--- src/rtl/load_store_unit.sv ---
// Load/store unit: one core request at a time against a word-addressed memory with a combinational read port.
// Latency: loads and word stores respond 2 cycles after accept; byte and half stores respond after 3 (read-modify-write).
// Backpressure: accepts only in IDLE, and holds the response stable until resp_ready is high.
//
// Ports:
//   clk, reset         clock and synchronous active-high reset
//   req_*              core request (valid/ready): store flag, size, unsigned flag, byte address, right-aligned write data
//   resp_*             core response (valid/ready): extended load data (0 for stores), misalignment error
//   mem_*              word index, write data and write strobe out; combinational read data in
//
// Build option: define LSU_MISALIGN_TRAP_EN to report misaligned half/word accesses through resp_err
// without touching memory. Without it, the misaligned low address bits are cleared and the access proceeds.
module load_store_unit (
  input  logic        clk,
  input  logic        reset,
  input  logic        req_valid,
  output logic        req_ready,
  input  logic        req_store,
  input  logic [1:0]  req_size,
  input  logic        req_unsigned,
  input  logic [31:0] req_addr,
  input  logic [31:0] req_wdata,
  output logic        resp_valid,
  input  logic        resp_ready,
  output logic [31:0] resp_rdata,
  output logic        resp_err,
  output logic [31:0] mem_address,
  output logic [31:0] mem_write_data,
  output logic        mem_write,
  input  logic [31:0] mem_read_data
);

`ifdef LSU_MISALIGN_TRAP_EN
  localparam logic TRAP_EN = 1'b1;
`else
  localparam logic TRAP_EN = 1'b0;
`endif

  typedef enum logic [1:0] {S_IDLE, S_ACCESS, S_WRITE, S_RESP} state_t;

  state_t      r_state;
  state_t      w_next;
  logic        r_store;
  logic [1:0]  r_size;
  logic        r_unsigned;
  logic [31:0] r_addr;
  logic [31:0] r_wdata;
  logic [31:0] r_rdata;
  logic        r_err;
  logic        r_mis;
  logic [31:0] r_merge;

  logic        w_misalign;
  logic [31:0] w_aligned_addr;
  logic [7:0]  w_byte;
  logic [15:0] w_half;
  logic [31:0] w_load_data;
  logic [31:0] w_merged;
  logic        w_word;

  // size 11 behaves exactly like a word access
  assign w_word = r_size[1];

  assign w_misalign = ((req_size == 2'b01) && req_addr[0]) ||
                      (req_size[1] && (req_addr[1:0] != 2'b00));

  // Non-trap mode: drop the offending low bits so the access lands on its natural boundary
  assign w_aligned_addr = {req_addr[31:2],
                           req_size[1] ? 1'b0 : req_addr[1],
                           (req_size == 2'b00) ? req_addr[0] : 1'b0};

  // Little-endian lane extraction from the addressed word
  always_comb begin
    w_byte = mem_read_data[7:0];
    case (r_addr[1:0])
      2'd0: w_byte = mem_read_data[7:0];
      2'd1: w_byte = mem_read_data[15:8];
      2'd2: w_byte = mem_read_data[23:16];
      2'd3: w_byte = mem_read_data[31:24];
      default: w_byte = mem_read_data[7:0];
    endcase
    w_half = r_addr[1] ? mem_read_data[31:16] : mem_read_data[15:0];
    w_load_data = mem_read_data;
    if (r_size == 2'b00)
      w_load_data = r_unsigned ? {24'd0, w_byte} : {{24{w_byte[7]}}, w_byte};
    else if (r_size == 2'b01)
      w_load_data = r_unsigned ? {16'd0, w_half} : {{16{w_half[15]}}, w_half};
  end

  // Replace only the addressed lanes of the captured old word
  always_comb begin
    w_merged = r_merge;
    if (r_size == 2'b00) begin
      case (r_addr[1:0])
        2'd0: w_merged[7:0]   = r_wdata[7:0];
        2'd1: w_merged[15:8]  = r_wdata[7:0];
        2'd2: w_merged[23:16] = r_wdata[7:0];
        2'd3: w_merged[31:24] = r_wdata[7:0];
        default: w_merged = r_merge;
      endcase
    end else if (r_addr[1]) begin
      w_merged[31:16] = r_wdata[15:0];
    end else begin
      w_merged[15:0] = r_wdata[15:0];
    end
  end

  always_ff @(posedge clk) begin
    if (reset) begin
      r_state    <= S_IDLE;
      r_store    <= 1'b0;
      r_size     <= 2'b00;
      r_unsigned <= 1'b0;
      r_addr     <= 32'd0;
      r_wdata    <= 32'd0;
      r_rdata    <= 32'd0;
      r_err      <= 1'b0;
      r_mis      <= 1'b0;
      r_merge    <= 32'd0;
    end else begin
      r_state <= w_next;
      case (r_state)
        S_IDLE: begin
          if (req_valid) begin
            r_store    <= req_store;
            r_size     <= req_size;
            r_unsigned <= req_unsigned;
            r_addr     <= TRAP_EN ? req_addr : w_aligned_addr;
            r_wdata    <= req_wdata;
            r_mis      <= TRAP_EN & w_misalign;
            r_err      <= 1'b0;
            r_rdata    <= 32'd0;
          end
        end
        S_ACCESS: begin
          if (r_mis) begin
            r_err   <= 1'b1;
            r_rdata <= 32'd0;
          end else if (!r_store) begin
            r_rdata <= w_load_data;
          end else begin
            r_rdata <= 32'd0;
            if (!w_word) r_merge <= mem_read_data;
          end
        end
        default: ;
      endcase
    end
  end

  always_comb begin
    w_next         = r_state;
    req_ready      = 1'b0;
    resp_valid     = 1'b0;
    mem_write      = 1'b0;
    mem_write_data = 32'd0;
    mem_address    = 32'd0;
    case (r_state)
      S_IDLE: begin
        req_ready = 1'b1;
        if (req_valid) w_next = S_ACCESS;
      end
      S_ACCESS: begin
        if (!r_mis) mem_address = {2'b00, r_addr[31:2]};
        if (r_mis || !r_store) begin
          w_next = S_RESP;
        end else if (w_word) begin
          mem_write      = 1'b1;
          mem_write_data = r_wdata;
          w_next         = S_RESP;
        end else begin
          w_next = S_WRITE;
        end
      end
      S_WRITE: begin
        mem_address    = {2'b00, r_addr[31:2]};
        mem_write      = 1'b1;
        mem_write_data = w_merged;
        w_next         = S_RESP;
      end
      S_RESP: begin
        resp_valid = 1'b1;
        if (resp_ready) w_next = S_IDLE;
      end
      default: w_next = S_IDLE;
    endcase
    // Reset overrides everything combinationally so an in-flight operation can never write or respond
    if (reset) begin
      req_ready      = 1'b1;
      resp_valid     = 1'b0;
      mem_write      = 1'b0;
      mem_write_data = 32'd0;
      mem_address    = 32'd0;
    end
  end

  assign resp_rdata = reset ? 32'd0 : r_rdata;
  assign resp_err   = reset ? 1'b0 : r_err;

endmodule

--- config.mk ---
export PLATFORM = sky130hd
export DESIGN_NAME = load_store_unit
export DESIGN_NICKNAME = d
export VERILOG_FILES = /design/src/rtl/load_store_unit.sv
export SDC_FILE = /design/constraint.sdc
export NUM_CORES = 1
export LEC_CHECK = 0
export CELL_PAD_IN_SITES_DETAIL_PLACEMENT = 1
export CELL_PAD_IN_SITES_GLOBAL_PLACEMENT = 1
export CORE_MARGIN = 5
export CORE_UTILIZATION = 30
export CTS_CLUSTER_SIZE = 25
export DETAILED_ROUTE_END_ITERATION = 8
export PLACE_DENSITY_LB_ADDON = 0.1
export SYNTH_ARGS = -nofsm -noshare
export SYNTH_HDL_FRONTEND = slang
export SYNTH_SLANG_ARGS = --single-unit
--- constraint.sdc ---
create_clock -name clk -period 1.9 [get_ports clk]
set_input_delay 0.38 -clock clk [delete_from_list [all_inputs] [get_ports clk]]
set_output_delay 0.38 -clock clk [all_outputs]
set_load 0.01 [all_outputs]
==> qor.yml <==
crit_arrival_ps: 1990
initial_core_util: 0.306
final_common_cell: "nand2_1"
fp.coreArea_mm2: 0.0219
die_h_um: 159
reg2reg_slack_ps: -80
syn_area_mm2: 0.00669
drtAntennaViolNets: 0
drv_slew: 0
finalSetupViolCount: 89
setup_slack_ps: -468
yosysTopAreaCellShare: 0.401
synthTopCellsByArea: "dfxtp_1, nand2_1, a21oi_1"
hpwl_um: 20500
pwr_density_cell_mw_per_mm2: 1100
final_cell_mix: "nand2_1, dfxtp_1, a21oi_1, buf_4, clkdlybuf4s50_1"
synth_top_area_cell: "dfxtp_1"
worstReg2RegStart: "r_state[1]"
clk_pin_slew_ps: 70
finalWirelength_um: 29000
yosysUniqueCellTypes: 50
num_io_pins: 204
cp-end-kind: "output pin"
cts_tree: "built"
wire_per_inst_um: 19.8
grt_overflow: 0
critical_path_class: "reg2out"
avgSynthCellArea_um2: 7.60
final_util: 0.506
fin_crit_sh: 1.25
wl_met2_um: 14000
synth-edff-count: 0
finClkSkew_ps: 11.4
vias_per_cell: 5.05
ir_drop_uv: 709
worstSetupStartpointType: "flip-flop"
relSlewSlack: 0.668
synth-seq-cells: 134
power.leakage_nw: 4.61
die_w_um: 159
clkSinkCount: 134
rsz0062_at_grt: "yes"
cp_data_required_time_ps: 1520
clockBufferDepth: 2
synth_seq_area_share: 0.401
fin_crit_ps: 2370
wl_met1_um: 12800
antenna_found_initial: 0
h-tree-depth: 4
worstHoldEndpoint: "r_wdata[23]"
clkLatencyLatePin_ps: 430
postSynth.asyncResetShare: 0
synth_cells: 881
drive_above_1_share: 0.319
hold_path.class: "in2reg"
min-delay-start: "reset"
topRoutingLayerUsed: "met4"
hold_depth: 3
status: "finished with violations"
die_area_mm2: 0.0254
grt_pass1_vias: 7749
dr.pass1.iters: 5
violations: "negative setup slack"
gp_congestion: 0.850
initialDrtViolationCount: 397
path_max_fanout: 5
drc_errors: 0
cts_made_buffers: 17
worst_pin_slew_ps: 496
grt_pass1_wl_um: 45000
grt_max_degree: 46
worst_r2r_path_depth: 9
reg2reg_to: "r_rdata[9]"
track_usage: 0.222
yosys_warnings: 0
cts_root_buf: "clkbuf_16"
dr_wl_met3_um: 1830
rows: 54
fmax_mhz: 422
ys.flop_type: "dfxtp_1"
place_ws_ps: -613
maxCapViolations: 0
nNetsFinal: 1282
syn_to_final_growth_pct: 65.5
num_vias: 7404
finalHoldViolCount: 0
port_buffers: 200
antenna_cells: 0
==> synthesized netlist by cell type, types with 8 or more instances <==
library cell,count
nand2_1,249
dfxtp_1,134
a21oi_1,123
clkbuf_1,49
nor2_1,44
nor2b_1,34
and2_1,31
mux2i_1,17
o21ai_0,17
inv_1,16
o22ai_1,16
a221o_1,11
buf_2,11
nand2b_1,11
o21ai_2,10
a22oi_1,9
or3_1,9
a22o_1,8
buf_1,8
==> worst max path at each step <==
stage | startpoint | to | slack [ps] | depth (start not counted)
after floorplan | r_state[1] | r_rdata[21] | 2 | 8
after global placement | r_state[1] | mem_write_data[10] | -500 | 7
after detailed placement | r_state[1] | mem_write_data[10] | -610 | 7
after CTS | r_state[0] | mem_write_data[14] | -480 | 8
after global routing | r_state[0] | mem_write_data[14] | -520 | 8
final | r_size[0] | mem_write_data[20] | -470 | 7
==> cell families (layout without fill, tap and decap cells) <==
kind of cell | Yosys count | in the layout | synth area share
other | 1 | 3 | 0.000560
AO/OA/AOI/OAI | 232 | 233 | 0.220
AND/OR/NAND/NOR | 391 | 392 | 0.258
multiplexers | 28 | 28 | 0.0557
flip-flops | 134 | 134 | 0.401
buffers and inverters | 91 | 393 | 0.0570
adder cells (fa/ha/maj) | 4 | 4 | 0.00748
==> metrics by stage <==
stage                     setup TNS, ps  hold slack, ps  cell area (µm²)  power [mW]  instances
after floorplan                       0             432             6780        5.70        883
after global placement           -34280             438             9940        7.80       1418
after detailed placement         -37710             445             9940        7.87       1418
after CTS                        -22530             432            10900        12.1       1467
after global routing             -28100             451            11100        12.8       1467
final                            -22380             445            11100        12.2       1467
==> sequential cells by signal, indices dropped and copies added (netlist names) <==
signal	cells
r_size	2
r_state	2
r_wdata	32
r_addr	32
r_rdata	32
r_merge	32
r_unsigned	1
r_store	1
==> what timing repair did <==
action                     CTS  global route
setup endpoints to repair  129            96
gates resized for setup    402            59
hold buffers                 0             0
setup buffers               12             3
gates cloned                 5             1
pin swaps                   45            39
==> power breakdown <==
part / switching, mW / internal [mW] / leakage (nW)
combinational: 2.70 / 2.43 / 3.22
clock: 1.43 / 2.05 / 0.300
sequential: 0.276 / 3.29 / 1.09
==> area by class of cell <==
cell class	instances	area, µm²
Timing Repair Buffer	343	3160
Inverter	18	70.1
Multi-Input combinational cell	660	4200
Clock inverter	13	156
Sequential cell	134	2700
Tap cell	280	350
Fill cell	2606	10800
Clock buffer	19	453
==> routing by layer <==
layer,GRT usage,up-vias
met5,0,-
met4,0.0551,0
met3,0.0608,26
met2,0.368,203
met1,0.287,3597
li1,-,3578
==> worst max-delay path, stage by stage (launching register included) <==
cell     delay [ps]
dfxtp_2         340
or2_4           300
o21ai_4         160
buf_6           160
mux2i_2         250
buf_4           160
o21ai_2          60
buf_2           130
No activity file was read; power rests on OpenSTA's default activity.
